===== src/rtl/oled_spi_sink_pkg.sv =====
// Shared types and constants for the OLED SPI receive path.
package oled_spi_sink_pkg;

   localparam logic OLED_DC_CMD  = 1'b0;
   localparam logic OLED_DC_DATA = 1'b1;

   // One received byte tagged with its dc level
   typedef struct packed {
      logic       dc;
      logic [7:0] data;
   } oled_byte_t;

   localparam int unsigned OLED_BYTE_W = $bits(oled_byte_t);
   localparam int unsigned BIT_CNT_W   = 3;
   localparam int unsigned COUNT_W     = 16;

   // Receiver states: IDLE while deselected or panel held in reset
   typedef enum logic {
      ST_IDLE  = 1'b0,
      ST_SHIFT = 1'b1
   } rx_state_t;

endpackage


===== src/rtl/oled_spi_sink_if.sv =====
// Drain-side handshake of the OLED SPI sink: head-of-FIFO byte with valid/ready.
interface oled_spi_sink_if;

   logic [7:0] byte_data;
   logic       byte_is_data;
   logic       byte_valid;
   logic       byte_ready;

   // Producer side (the sink)
   modport master (
      output byte_data,
      output byte_is_data,
      output byte_valid,
      input  byte_ready
   );

   // Consumer side
   modport slave (
      input  byte_data,
      input  byte_is_data,
      input  byte_valid,
      output byte_ready
   );

endinterface


===== src/rtl/oled_spi_sink_sync_fifo.sv =====
// Small synchronous FIFO with a registered head word and registered full/empty.
module oled_spi_sink_sync_fifo #(
   parameter int unsigned WIDTH = 9,
   parameter int unsigned DEPTH = 4
) (
   input  logic             clk,
   input  logic             reset_n,
   input  logic             push,
   input  logic [WIDTH-1:0] wdata,
   input  logic             pop,
   output logic [WIDTH-1:0] rdata,
   output logic             full,
   output logic             empty
);

   localparam int unsigned AW = (DEPTH > 1) ? $clog2(DEPTH) : 1;
   localparam int unsigned CW = $clog2(DEPTH + 1);

   logic [WIDTH-1:0] mem_q [DEPTH];
   logic [AW-1:0]    wr_ptr_q;
   logic [AW-1:0]    rd_ptr_q;
   logic [AW-1:0]    wr_ptr_n;
   logic [AW-1:0]    rd_ptr_n;
   logic [CW-1:0]    count_q;
   logic [CW-1:0]    count_n;
   logic [WIDTH-1:0] rdata_n;
   logic             pop_ok;
   logic             push_ok;

   // Next pointers/count and the word that will sit at the head next cycle
   always_comb begin
      pop_ok   = pop & ~empty;
      push_ok  = push & (~full | pop_ok);
      wr_ptr_n = wr_ptr_q + AW'(push_ok);
      rd_ptr_n = rd_ptr_q + AW'(pop_ok);
      count_n  = count_q + CW'(push_ok) - CW'(pop_ok);
      rdata_n  = rdata;
      // Incoming word becomes the head when it lands in the slot being exposed
      if (push_ok && (rd_ptr_n == wr_ptr_q)) begin
         rdata_n = wdata;
      end else if (count_n != '0) begin
         rdata_n = mem_q[rd_ptr_n];
      end
   end

   // Storage array, no reset needed
   always_ff @(posedge clk) begin
      if (push_ok) begin
         mem_q[wr_ptr_q] <= wdata;
      end
   end

   // Pointers, occupancy and registered head/flags
   always_ff @(posedge clk or negedge reset_n) begin
      if (!reset_n) begin
         wr_ptr_q <= '0;
         rd_ptr_q <= '0;
         count_q  <= '0;
         rdata    <= '0;
         full     <= 1'b0;
         empty    <= 1'b1;
      end else begin
         wr_ptr_q <= wr_ptr_n;
         rd_ptr_q <= rd_ptr_n;
         count_q  <= count_n;
         rdata    <= rdata_n;
         full     <= (count_n == CW'(DEPTH));
         empty    <= (count_n == '0);
      end
   end

endmodule


===== src/rtl/oled_spi_sink.sv =====
// OLED SPI receiver: oversamples sck/mosi/dc/cs, assembles mode-0 MSB-first bytes
// tagged command/data and queues them for a valid/ready consumer.
module oled_spi_sink
   import oled_spi_sink_pkg::*;
#(
   parameter int unsigned SYNC_STAGES = 2,
   parameter int unsigned FIFO_DEPTH  = 4
) (
   input  logic                clk,
   input  logic                reset_n,
   input  logic                sck,
   input  logic                mosi,
   input  logic                dc_in,
   input  logic                cs,
   input  logic                reset_oled,
   oled_spi_sink_if.master     drain,
   output logic                overflow,
   output logic                frame_error,
   output logic [COUNT_W-1:0]  byte_count
);

   // Pin bundle order: {cs, reset_oled, sck, mosi, dc}; cs and reset_oled idle high
   localparam int unsigned     PIN_W    = 5;
   localparam logic [PIN_W-1:0] SYNC_RST = 5'b11000;

   logic [PIN_W-1:0]                  pins;
   logic [SYNC_STAGES-1:0][PIN_W-1:0] sync_q;
   logic cs_s;
   logic reset_oled_s;
   logic sck_s;
   logic mosi_s;
   logic dc_s;

   logic sck_d_q;
   logic cs_d_q;
   logic sck_rise;
   logic cs_fall;

   rx_state_t            state_q;
   rx_state_t            state_n;
   logic [BIT_CNT_W-1:0] bit_cnt_q;
   logic [BIT_CNT_W-1:0] bit_cnt_n;
   logic [7:0]           shift_q;
   logic [7:0]           shift_n;
   logic                 push_q;
   logic                 push_n;
   oled_byte_t           push_data_q;
   oled_byte_t           push_data_n;
   logic                 frame_err_n;

   oled_byte_t head;
   logic       fifo_full;
   logic       fifo_empty;
   logic       pop;

   assign pins = {cs, reset_oled, sck, mosi, dc_in};

   // Multi-flop synchronizers for every SPI pin
   always_ff @(posedge clk or negedge reset_n) begin
      if (!reset_n) begin
         sync_q <= {SYNC_STAGES{SYNC_RST}};
      end else begin
         sync_q <= {sync_q[SYNC_STAGES-2:0], pins};
      end
   end

   assign cs_s         = sync_q[SYNC_STAGES-1][4];
   assign reset_oled_s = sync_q[SYNC_STAGES-1][3];
   assign sck_s        = sync_q[SYNC_STAGES-1][2];
   assign mosi_s       = sync_q[SYNC_STAGES-1][1];
   assign dc_s         = sync_q[SYNC_STAGES-1][0];

   assign sck_rise = sck_s & ~sck_d_q;
   assign cs_fall  = cs_d_q & ~cs_s;
   assign pop      = ~fifo_empty & drain.byte_ready;

   // Receiver FSM: frame entry/exit, bit assembly and byte completion
   always_comb begin
      state_n     = state_q;
      bit_cnt_n   = bit_cnt_q;
      shift_n     = shift_q;
      push_n      = 1'b0;
      push_data_n = push_data_q;
      frame_err_n = 1'b0;
      case (state_q)
         ST_IDLE: begin
            if (cs_fall && reset_oled_s) begin
               state_n   = ST_SHIFT;
               bit_cnt_n = '0;
               shift_n   = '0;
            end
         end
         ST_SHIFT: begin
            if (!reset_oled_s) begin
               // Panel reset silently abandons any partial byte
               state_n   = ST_IDLE;
               bit_cnt_n = '0;
               shift_n   = '0;
            end else if (cs_s) begin
               // Deselect wins over a coincident sck edge
               state_n     = ST_IDLE;
               frame_err_n = (bit_cnt_q != '0);
               bit_cnt_n   = '0;
               shift_n     = '0;
            end else if (sck_rise) begin
               shift_n = {shift_q[6:0], mosi_s};
               if (bit_cnt_q == BIT_CNT_W'(7)) begin
                  push_n           = 1'b1;
                  push_data_n.dc   = dc_s;
                  push_data_n.data = {shift_q[6:0], mosi_s};
                  bit_cnt_n        = '0;
               end else begin
                  bit_cnt_n = bit_cnt_q + BIT_CNT_W'(1);
               end
            end
         end
         default: begin
            state_n = ST_IDLE;
         end
      endcase
   end

   // State, datapath and status registers
   always_ff @(posedge clk or negedge reset_n) begin
      if (!reset_n) begin
         state_q          <= ST_IDLE;
         bit_cnt_q        <= '0;
         shift_q          <= '0;
         push_q           <= 1'b0;
         push_data_q.dc   <= OLED_DC_CMD;
         push_data_q.data <= '0;
         sck_d_q          <= 1'b0;
         cs_d_q           <= 1'b1;
         frame_error      <= 1'b0;
         overflow         <= 1'b0;
         byte_count       <= '0;
      end else begin
         state_q     <= state_n;
         bit_cnt_q   <= bit_cnt_n;
         shift_q     <= shift_n;
         push_q      <= push_n;
         push_data_q <= push_data_n;
         sck_d_q     <= sck_s;
         cs_d_q      <= cs_s;
         frame_error <= frame_err_n;
         if (push_q) begin
            byte_count <= byte_count + COUNT_W'(1);
         end
         if (push_q && fifo_full && !pop) begin
            overflow <= 1'b1;
         end
      end
   end

   // Byte buffer between the receiver and the consumer
   oled_spi_sink_sync_fifo #(
      .WIDTH (OLED_BYTE_W),
      .DEPTH (FIFO_DEPTH)
   ) u_fifo (
      .clk     (clk),
      .reset_n (reset_n),
      .push    (push_q),
      .wdata   (push_data_q),
      .pop     (pop),
      .rdata   (head),
      .full    (fifo_full),
      .empty   (fifo_empty)
   );

   assign drain.byte_data    = head.data;
   assign drain.byte_is_data = (head.dc == OLED_DC_DATA);
   assign drain.byte_valid   = ~fifo_empty;

endmodule


===== src/flat_wrapper.sv =====
// flat-port wrapper written by rule: the top's interface ports become plain ports
module oled_spi_sink_flat import oled_spi_sink_pkg::*;
#(
   parameter int unsigned SYNC_STAGES = 2,
   parameter int unsigned FIFO_DEPTH  = 4
)
  (clk, reset_n, sck, mosi, dc_in, cs, reset_oled, overflow, frame_error, byte_count, drain_byte_data, drain_byte_is_data, drain_byte_valid, drain_byte_ready);
  oled_spi_sink_if drain_i ();
  input  logic clk;
  input  logic reset_n;
  input  logic sck;
  input  logic mosi;
  input  logic dc_in;
  input  logic cs;
  input  logic reset_oled;
  output logic overflow;
  output logic frame_error;
  output logic [COUNT_W-1:0] byte_count;
  output wire logic [$bits(drain_i.byte_data)-1:0] drain_byte_data;
  output wire logic [$bits(drain_i.byte_is_data)-1:0] drain_byte_is_data;
  output wire logic [$bits(drain_i.byte_valid)-1:0] drain_byte_valid;
  input wire logic [$bits(drain_i.byte_ready)-1:0] drain_byte_ready;
  assign drain_byte_data = drain_i.byte_data;
  assign drain_byte_is_data = drain_i.byte_is_data;
  assign drain_byte_valid = drain_i.byte_valid;
  assign drain_i.byte_ready = drain_byte_ready;
  oled_spi_sink #(.SYNC_STAGES(SYNC_STAGES), .FIFO_DEPTH(FIFO_DEPTH)) u_core (.clk(clk), .reset_n(reset_n), .sck(sck), .mosi(mosi), .dc_in(dc_in), .cs(cs), .reset_oled(reset_oled), .drain(drain_i), .overflow(overflow), .frame_error(frame_error), .byte_count(byte_count));
endmodule

===== config.mk =====
export PLATFORM = sky130hd
export DESIGN_NAME = oled_spi_sink_flat
export DESIGN_NICKNAME = d
export VERILOG_FILES = /design/src/rtl/oled_spi_sink_pkg.sv /design/src/rtl/oled_spi_sink_if.sv /design/src/rtl/oled_spi_sink_sync_fifo.sv /design/src/rtl/oled_spi_sink.sv /design/src/flat_wrapper.sv
export SDC_FILE = /design/constraint.sdc
export NUM_CORES = 1
export LEC_CHECK = 0
export BUFFER_PORTS_ARGS = -buffer_cell sky130_fd_sc_hd__buf_2
export CORE_MARGIN = 2
export CORE_UTILIZATION = 42
export CTS_CLUSTER_SIZE = 10
export DETAILED_ROUTE_END_ITERATION = 16
export PLACE_DENSITY = 0.58
export RECOVER_POWER = 25
export SYNTH_ARGS = -nofsm -noshare
export SYNTH_HDL_FRONTEND = slang
export SYNTH_SLANG_ARGS = --single-unit

===== constraint.sdc =====
create_clock -name clk -period 3.8 [get_ports clk]
set_input_delay 0.76 -clock clk [delete_from_list [all_inputs] [get_ports clk]]
set_output_delay 0.76 -clock clk [all_outputs]
set_load 0.005 [all_outputs]

==> flow_metrics.py, run 1 <==
metrics = {
    "grt": {
        "grt_use_total_pct": 13.58,
        "number_of_global_route_vias_before_repair": 2170,
        "grt_pass1_wl_um": 11330,
        "grt_overflow": 0,
        "largest_net_degree_at_the_start_of_global_routing": 27,
        "grt_antenna_before_repair": 0,
    },
    "placed_design": {
        "placedInstanceArea_um2": 4531,
        "final_weighted_congestion_of_routability_driven_global_placement": 0.6876,
        "port_buffers": 35,
        "placed_cells_incl_taps": 436,
        "dp_hpwl_um": 4372,
    },
    "sta": {
        "max_clock_freq_mhz": 308.0,
        "worst_max_slew_pin_slew_ns": 1.375,
        "rsz_0062_raised_after_global_routing": "false",
        "slew-limit-headroom_pct": 8.358,
        "final_hold_violation_count": 0,
        "final.min_clock_period_ns": 3.247,
        "clock-skew-final_ns": 0.01863,
        "setup_viol_count_final": 0,
        "timing.final.max_slew_violations": 0,
        "fin_tns_setup_ns": 0,
        "finalCritPeriodShare_pct": 85.45,
    },
    "floorplan": {
        "die-width_um": 104.2,
        "initial_utilization_pct": 43.10,
        "row_count": 36,
        "die-height_um": 104.2,
        "floorplan.io_pins": 36,
        "fp.coreArea_um2": 9774,
        "floorplan.die_area_um2": 10850,
    },
    "clocking": {
        "cts_buffers": 9,
        "worst_skew_pair.late_latency_ns": 0.37,
        "holdBufCountCts": 0,
        "post-cts-setup-buffers": 0,
        "clkSinkCount": 105,
        "clk_root_buffer_cell": "clkbuf_8",
        "cts_resized": 0,
        "worst_setup_hold_path_clk_slew_ns": 0.10,
        "cts_tree": "built",
        "ctsHtreeMaxLevel": 3,
        "clock_tree.buffer_depth": 2,
    },
    "logic_synthesis": {
        "post_syn_nets": 288,
        "dominantRegCellSynth": "dfrtp_1",
        "synth-simple-area-share_pct": 8.078,
        "yosys.cell_count.top_type": "dfrtp_1",
        "synthesis.area_per_instance_um2": 15.55,
        "synth.cell_area_um2": 4213,
        "synthXorXnorAreaFrac_pct": 5.049,
        "async_reset_ff_share_pct": 65.71,
        "synth_edf_count": 36,
        "ys_seq_elements": 105,
        "synth_compound_area_share_pct": 4.307,
        "yosys-top-cells-area": "dfrtp_1, edfxtp_1, mux4_1",
        "ys_seq_area_share_pct": 66.83,
        "post_synth_num_cell_types": 39,
        "synth.mux.area_fraction_pct": 10.60,
        "netlist_top_cells_count": "dfrtp_1, edfxtp_1, nand2_1",
        "ys.warnings.count": 0,
        "yosys.area.top_type_share_pct": 37.42,
        "dominant_combinational_cell_family_by_area_after_synthesis": "multiplexers",
        "synthAdderAreaFrac_pct": 2.851,
        "synthDominantAreaCellType": "dfrtp_1",
        "post_synthesis_cell_count": 271,
    },
    "final_layout": {
        "stdcell_area_um2": 4736,
        "area.growth.synth_to_final_pct": 12.41,
        "antennaDiodeCount": 0,
        "fillCellCount": 863,
        "layout.cells.non_filler": 452,
        "layout-drive-gt1-share_pct": 26.65,
        "layout.nets": 331,
        "regArea_um2": 2815,
        "multi_input_comb_area_um2": 1306,
    },
    "route": {
        "final_antenna_net_count": 0,
        "detailroute.via_count": 2154,
        "post_drt_wl_per_cell_um": 14.62,
        "drtPass1Iterations": 4,
        "drt_first_iter_violations": 79,
        "drc_errors": 0,
        "via_per_inst": 4.765,
        "totalWireLength_um": 6609,
    },
    "setup_path": {
        "timing.critical_path.from_type": "flop",
        "kind_of_capture_point_of_the_worst_setup_path": "flop",
        "regToRegSetupSlack_ns": 0.55,
        "critical_path.max_fanout": 10,
        "critPathKind": "flop to flop",
        "worst-endpoint-arrival_ns": 3.47,
        "required_ns": 4.03,
    },
    "run_status": {
        "outcome": "finished clean",
    },
    "pwr": {
        "vdd_ir_drop_max_uv": 228.0,
        "total_power_mw": 2.608,
        "p_leak_nw": 2.180,
        "power.density_cell_area_nw_per_um2": 550.7,
    },
    "flow_run": {
        "max_cap_violations": 0,
    },
    "hold_path": {
        "holdCritPathClass": "flop to flop",
    },
}
-- metal layers --
layer | global-route usage [%] | vias up | wire, um
li1 | - | 1054 | -
met1 | 18.62 | 1061 | 3142
met2 | 20.72 | 29 | 3156
met3 | 2.820 | 10 | 176
met4 | 6.660 | 0 | 133
met5 | 0 | - | 0
-- state kept, by name, indices dropped and copies added, names as in the netlist, 2 cells and up --
name                    flops
u_core.bit_cnt_q            3
u_core.byte_count          16
u_core.push_data_q          9
u_core.shift_q              7
u_core.sync_q               5
u_core.u_fifo.count_q       3
u_core.u_fifo.mem_q        36
u_core.u_fifo.rd_ptr_q      2
u_core.u_fifo.rdata         9
u_core.u_fifo.wr_ptr_q      2
-- per-stage QoR --
stage	hold slack (ns)	worst slack, ns	util, %
CTS	0.3577	0.5030	48.46
finish	0.3544	0.5530	48.45
global route	0.3661	0.3067	48.45
floorplan	0.3312	0.6990	-
detailed placement	0.3347	0.2290	46.35
global placement	0.3349	0.3854	46.35
-- power by group --
part           switching, mW  leakage (nW)  internal (mW)
combinational          0.302         0.808          0.326
sequential            0.0409          1.27           1.25
clock                  0.387         0.106          0.305
-- worst paths after layout --
check                               startpoint                endpoint  cells past startpoint
hold / removal                u_core.sync_q[0]             u_core.dc_s                      0
max in group asynchronous              reset_n     u_core.u_fifo.empty                      2
min in group asynchronous              reset_n  u_core.u_fifo.rdata[4]                      1
hold reg to reg               u_core.sync_q[0]             u_core.dc_s                      0
setup reg to reg           u_core.u_fifo.empty  u_core.u_fifo.rdata[5]                     12
setup / recovery           u_core.u_fifo.empty  u_core.u_fifo.rdata[5]                     12
-- worst max-delay path, stage by stage (launching register included) --
cell and delay (ns):
dfstp_2 0.54, nand2b_1 0.12, inv_1 0.10, o21ai_0 0.39
ha_1 0.32, inv_1 0.06, ha_1 0.13, inv_1 0.04
fa_1 0.35, xor3_2 0.46, nor2_8 0.27, mux2i_1 0.26
a21oi_2 0.07
-- kinds of logic after synthesis --
kind of cell / Yosys count
mux: 29
simple gates: 67
buf+inv: 18
flops: 105
xor+xnor: 20
fa+ha+maj: 9
compound gates: 23
-- placed cells by master (no fill, tap or decap), types with 9 or more instances in the layout --
master	n
dfrtp_1	63
edfxtp_1	36
buf_2	34
nand2_1	24
nor2_1	16
inv_1	12
mux2_2	11
o21ai_0	10
clkbuf_8	10
xor2_1	9
mux2i_1	9
a21oi_2	9
-- final cells by class --
| type | count | area share (%) |
|---|---|---|
| Sequential cell | 105 | 59.45 |
| Multi-Input combinational cell | 148 | 27.58 |
| Timing Repair Buffer | 38 | 4.148 |
| Tap cell | 133 | 3.514 |
| Clock buffer | 11 | 3.435 |
| Inverter | 12 | 0.9511 |
| Clock inverter | 5 | 0.9247 |
Note: power is estimated with default switching activity, not from simulation.
==> inputs of run 2 (changes only) <==
Settings changed: CELL_PAD_IN_SITES_DETAIL_PLACEMENT set to 1, CELL_PAD_IN_SITES_GLOBAL_PLACEMENT set to 1, PLACE_DENSITY 0.58 to 0.66.
==> run 2 against run 1 <==
Net effect: the flow now finishes with violations (max-capacitance violations, max-slew violations); sequential cell count did not move; sequential power about the same; utilization is 0.58 points lower; global-route usage grew 1.0 points; final area down 1.2%; clock power shrank 13%; critical path type unchanged; critical endpoint is now u_core.u_fifo.rdata[6]; largest cell class unchanged; highest routed layer unchanged.
==> flow_metrics.py, run 2 (same netlist as run 1, synthesis figures left out) <==
metrics = {
    "final_layout": {
        "fillCellCount": 970,
        "layout.core_utilization_pct": 47.88,
        "regArea_um2": 2815,
        "multi_input_comb_area_um2": 1306,
        "largest_register_ffs": 36,
        "final_common_cell": "dfrtp_1",
        "stdcell_area_um2": 4679,
        "layout-drive-gt1-share_pct": 25.55,
        "layout.cells.non_filler": 450,
        "antennaDiodeCount": 0,
        "mostFrequentLayoutCells": "dfrtp_1, edfxtp_1, buf_2, nand2_1, nor2_1",
        "area.growth.synth_to_final_pct": 11.08,
        "layout.nets": 329,
        "top_register": "u_core.u_fifo.mem_q",
        "top_regs": "u_core.u_fifo.mem_q: 36 flops, u_core.byte_count: 16 flops",
    },
    "sta": {
        "rsz_0062_raised_after_global_routing": "false",
        "slew-limit-headroom_pct": -16.38,
        "final_hold_violation_count": 0,
        "fin_tns_setup_ns": 0,
        "worst_max_slew_pin_slew_ns": 1.746,
        "clock-skew-final_ns": 0.009350,
        "setup_viol_count_final": 0,
        "max_clock_freq_mhz": 306.0,
        "finalCritPeriodShare_pct": 86.01,
        "timing.final.max_slew_violations": 70,
        "final.min_clock_period_ns": 3.268,
    },
    "setup_path": {
        "timing.critical_path.from_type": "flop",
        "crit_start": "u_core.u_fifo.empty",
        "kind_of_capture_point_of_the_worst_setup_path": "flop",
        "worst_r2r_path_depth": 12,
        "critical_path.reg2reg.endpoint": "u_core.u_fifo.rdata[6]",
        "regToRegSetupSlack_ns": 0.53,
        "required_ns": 4.02,
        "critical_path.max_fanout": 10,
        "worst_r2r_start": "u_core.u_fifo.empty",
        "worst-endpoint-arrival_ns": 3.49,
        "crit_path_end": "u_core.u_fifo.rdata[6]",
        "critPathKind": "flop to flop",
    },
    "placed_design": {
        "final_weighted_congestion_of_routability_driven_global_placement": 0.6757,
        "port_buffers": 35,
        "placedInstanceArea_um2": 4518,
        "dp_hpwl_um": 4797,
        "placed_cells_incl_taps": 434,
    },
    "grt": {
        "largest_net_degree_at_the_start_of_global_routing": 70,
        "grt_pass1_wl_um": 12050,
        "grt_use_total_pct": 14.58,
        "grt_antenna_before_repair": 0,
        "grt_overflow": 0,
        "globalRouteMet2Util_pct": 23.64,
        "use_met3_pct": 3.509,
        "number_of_global_route_vias_before_repair": 2295,
        "grt.met1_usage_pct": 18.73,
        "busiest_layer": "met2",
    },
    "route": {
        "drc_errors": 0,
        "totalWireLength_um": 7187,
        "drt_first_iter_violations": 79,
        "final_antenna_net_count": 0,
        "drtPass1Iterations": 4,
        "via_per_inst": 4.882,
        "post_drt_wl_per_cell_um": 15.97,
        "detailroute.via_count": 2197,
    },
    "flow_run": {
        "max_cap_violations": 1,
    },
    "floorplan": {
        "initial_utilization_pct": 43.10,
        "floorplan.die_area_um2": 10850,
        "floorplan.io_pins": 36,
        "fp.coreArea_um2": 9774,
        "row_count": 36,
        "die-width_um": 104.2,
        "die-height_um": 104.2,
    },
    "clocking": {
        "cts_resized": 0,
        "worst_skew_pair.late_latency_ns": 0.36,
        "clk_root_buffer_cell": "clkbuf_8",
        "clock_tree.buffer_depth": 2,
        "ctsHtreeMaxLevel": 3,
        "cts_buffers": 9,
        "post-cts-setup-buffers": 0,
        "cts_tree": "built",
        "worst_setup_hold_path_clk_slew_ns": 0.09,
        "holdBufCountCts": 0,
        "clkSinkCount": 105,
    },
    "pwr": {
        "power.density_cell_area_nw_per_um2": 539.6,
        "p_leak_nw": 2.155,
        "vdd_ir_drop_max_uv": 202.7,
    },
    "run_status": {
        "failed_checks": "max-capacitance violations, max-slew violations",
        "outcome": "finished, violations left",
    },
    "hold_path": {
        "holdCritPathClass": "flop to flop",
    },
}
==> run 2: cell types whose count changed in the layout (fill, tap and decap cells not counted), sizes merged <==
cell	previous run	this run
buf	37	35
clkbuf	12	13
inv	14	12
clkinv	3	4
==> run 2: power breakdown <==
part	internal, mW	leakage, nW	switching [mW]
sequential	1.25	1.27	0.0460
combinational	0.326	0.801	0.306
clock	0.252	0.0876	0.347
total	1.83	2.16	0.700
==> run 2: routing by layer <==
| layer | vias to the layer above | share of wire [%] |
|---|---|---|
| met3 | 11 | 3.5 |
| met4 | 0 | 1.7 |
| li1 | 1041 | - |
| met5 | - | 0 |
| met1 | 1113 | 45 |
| met2 | 32 | 50 |
==> run 2: area by class of cell <==
| type | count | share of cell area, % |
|---|---|---|
| clock buffer | 12 | 3.102 |
| clock inverter | 4 | 0.4011 |
| inverter | 12 | 0.9626 |
| multi-input combinational | 148 | 27.91 |
| sequential | 105 | 60.16 |
| tap | 133 | 3.556 |
| timing repair buffer | 36 | 3.904 |
==> run 2: through the flow <==
stage	total power, mW	setup WS (ns)	hold WS, ns
2_1_floorplan	1.817	0.6990	0.3312
3_3_place_gp	1.938	0.3953	0.3327
3_5_place_dp	1.972	0.2063	0.3363
4_1_cts	2.577	0.4634	0.3563
5_1_grt	2.671	0.2918	0.3587
6_report	2.525	0.5317	0.3474
==> run 2: worst min path at each step <==
stage                          start             to  depth (start not counted)
floorplan           u_core.sync_q[0]    u_core.dc_s                          0
global placement    u_core.sync_q[0]    u_core.dc_s                          0
detailed placement  u_core.sync_q[1]  u_core.mosi_s                          0
CTS                 u_core.sync_q[1]  u_core.mosi_s                          0
global route        u_core.sync_q[1]  u_core.mosi_s                          0
finish              u_core.sync_q[2]   u_core.sck_s                          0
==> run 2: critical path, stage by stage (launching register included) <==
cell	delay, ns
dfstp_2	0.55
nand2b_1	0.12
inv_1	0.10
o21ai_0	0.37
ha_1	0.31
inv_1	0.06
ha_1	0.13
inv_1	0.05
fa_1	0.37
xor3_2	0.46
nor2_8	0.26
mux2i_1	0.28
a21oi_2	0.08
==> inputs of run 3 (changes only) <==
Settings changed: RECOVER_POWER 25 to 100.
==> run 3 against run 2 <==
Net effect: the flow still finishes with violations (max-capacitance violations, max-slew violations); clock skew shrank 0.00069 ns; non-clock buffer count unchanged; critical endpoint unchanged; sequential cell count is the same; sequential power hardly changed; largest power group unchanged; final area decreased by 0.91%; global-route usage did not move; via count decreased by 0.50%; clock power shrank 0.7%.
==> flow_metrics.py, run 3 (same netlist as run 1, synthesis figures left out) <==
metrics = {
    "setup_path": {
        "required_ns": 4.02,
        "critical_path.max_fanout": 10,
        "timing.critical_path.slowest_cell_delay_ns": 0.55,
        "path_buf_inv": 3,
        "regToRegSetupSlack_ns": 0.57,
        "kind_of_capture_point_of_the_worst_setup_path": "flop",
        "cpMostUsedCell": "inv_1",
        "crit_chain": "nand2b_1 -> inv_1 -> o21ai_0 -> ha_1 -> inv_1 -> ha_1 -> inv_1 -> fa_1 -> xor3_1 -> nor2_8 -> mux2i_1 -> a21oi_2",
        "timing.critical_path.from_type": "flop",
        "crit_family": "adder cells",
        "critPathKind": "flop to flop",
        "timing.critical_path.slowest_stage_cell": "dfstp_1",
        "worst-endpoint-arrival_ns": 3.45,
    },
    "sta": {
        "slew-limit-headroom_pct": -16.29,
        "rsz_0062_raised_after_global_routing": "false",
        "fin_worst_hold_slack_ns": 0.3450,
        "max_clock_freq_mhz": 309.6,
        "finalCritPeriodShare_pct": 84.99,
        "worst_max_slew_pin_slew_ns": 1.744,
        "final.min_clock_period_ns": 3.230,
        "setup_viol_count_final": 0,
        "setup_slack_ns": 0.5704,
        "timing.final.max_slew_violations": 80,
        "final_hold_violation_count": 0,
        "clock-skew-final_ns": 0.008660,
        "fin_tns_setup_ns": 0,
    },
    "pwr": {
        "power.density_cell_area_nw_per_um2": 540.8,
        "p_leak_nw": 2.083,
        "total_power_mw": 2.508,
        "vdd_ir_drop_max_uv": 201.2,
    },
    "clocking": {
        "post-cts-setup-buffers": 0,
        "cts_buffers": 9,
        "clock_tree.buffer_depth": 2,
        "clk_root_buffer_cell": "clkbuf_8",
        "holdBufCountCts": 0,
        "worst_skew_pair.late_latency_ns": 0.36,
        "clkSinkCount": 105,
        "worst_setup_hold_path_clk_slew_ns": 0.09,
        "ctsHtreeMaxLevel": 3,
        "cts_resized": 0,
        "cts_tree": "built",
    },
    "route": {
        "via_per_inst": 4.858,
        "drtPass1Iterations": 4,
        "totalWireLength_um": 7143,
        "drc_errors": 0,
        "final_antenna_net_count": 0,
        "detailroute.via_count": 2186,
        "drt_first_iter_violations": 80,
        "route.met3.wl_um": 246,
        "met1_layer_wirelength_in_the_final_routing_um": 3196,
        "post_drt_wl_per_cell_um": 15.87,
        "top_layer_used": "met4",
        "met2_wirelength_um": 3606,
    },
    "hold_path": {
        "holdCritPathClass": "flop to flop",
    },
    "final_layout": {
        "largest_register_ffs": 36,
        "antennaDiodeCount": 0,
        "layout.cells.non_filler": 450,
        "layout.core_utilization_pct": 47.44,
        "top_regs": "u_core.u_fifo.mem_q: 36 flops, u_core.byte_count: 16 flops",
        "area.growth.synth_to_final_pct": 10.07,
        "layout.nets": 329,
        "mostFrequentLayoutCells": "dfrtp_1, edfxtp_1, nand2_1, buf_2, clkbuf_1",
        "final_common_cell": "dfrtp_1",
        "layout-drive-gt1-share_pct": 18.93,
        "top_register": "u_core.u_fifo.mem_q",
        "stdcell_area_um2": 4637,
    },
    "floorplan": {
        "floorplan.die_area_um2": 10850,
        "fp.coreArea_um2": 9774,
        "row_count": 36,
        "floorplan.io_pins": 36,
        "initial_utilization_pct": 43.10,
        "die-width_um": 104.2,
        "die-height_um": 104.2,
    },
    "placed_design": {
        "port_buffers": 35,
        "placed_cells_incl_taps": 434,
        "placedInstanceArea_um2": 4518,
        "dp_hpwl_um": 4797,
        "final_weighted_congestion_of_routability_driven_global_placement": 0.6757,
        "dp_slack_ns": 0.2063,
    },
    "grt": {
        "largest_net_degree_at_the_start_of_global_routing": 70,
        "grt_use_total_pct": 14.58,
        "grt_antenna_before_repair": 0,
        "grt_pass1_wl_um": 12050,
        "grt_overflow": 0,
        "number_of_global_route_vias_before_repair": 2295,
    },
    "run_status": {
        "outcome": "finished, violations left",
        "failed_checks": "max-capacitance violations, max-slew violations",
    },
    "flow_run": {
        "max_cap_violations": 2,
    },
}
run 3: cell count changes in the layout (fill, tap and decap cells not counted):
cell	before	now
clkbuf_1	2	18
dfstp_2	4	3
nor3_1	2	3
o22ai_1	0	1
buf_2	34	19
nor3_2	1	0
o22ai_2	1	0
dfstp_1	2	3
xor2_2	1	0
xor3_2	1	0
xor3_1	0	1
xor2_1	9	10
buf_4	1	0
run 3: layer usage:
layer | up-vias | track usage, %
li1 | 1039 | -
met4 | 0 | 6.467
met2 | 31 | 23.64
met1 | 1108 | 18.73
met5 | - | 0
met3 | 8 | 3.509
run 3: path summary, 6_finish.rpt:
path / start / end / cells after the start
worst max-delay path: u_core.u_fifo.empty / u_core.u_fifo.rdata[6] / 12
worst min-delay path: u_core.sync_q[2] / u_core.sck_s / 0
worst max register to register: u_core.u_fifo.empty / u_core.u_fifo.rdata[6] / 12
worst min register to register: u_core.sync_q[2] / u_core.sck_s / 0
max in group asynchronous: reset_n / u_core.u_fifo.wr_ptr_q[1] / 1
min in group asynchronous: reset_n / u_core.u_fifo.rdata[8] / 1
run 3: worst register-to-register path, stage by stage (launching register included):
cell	delay [ns]
dfstp_1	0.55
nand2b_1	0.13
inv_1	0.10
o21ai_0	0.31
ha_1	0.30
inv_1	0.06
ha_1	0.13
inv_1	0.05
fa_1	0.37
xor3_1	0.48
nor2_8	0.27
mux2i_1	0.28
a21oi_2	0.08
run 3: layout make-up:
type                       instances  area [um2]
fill                             977        5137
sequential                       105        2815
multi-input combinational        148        1286
tap                              133       166.4
timing repair buffer              36       160.2
clock buffer                      12       145.1
inverter                          12       45.04
clock inverter                     4       18.77
run 3: report_power, final:
part / internal (mW) / leakage, nW / switching (mW)
Clock: 0.252 / 0.0876 / 0.344
Combinational: 0.316 / 0.729 / 0.305
Sequential: 1.25 / 1.27 / 0.0447
Total: 1.81 / 2.08 / 0.693
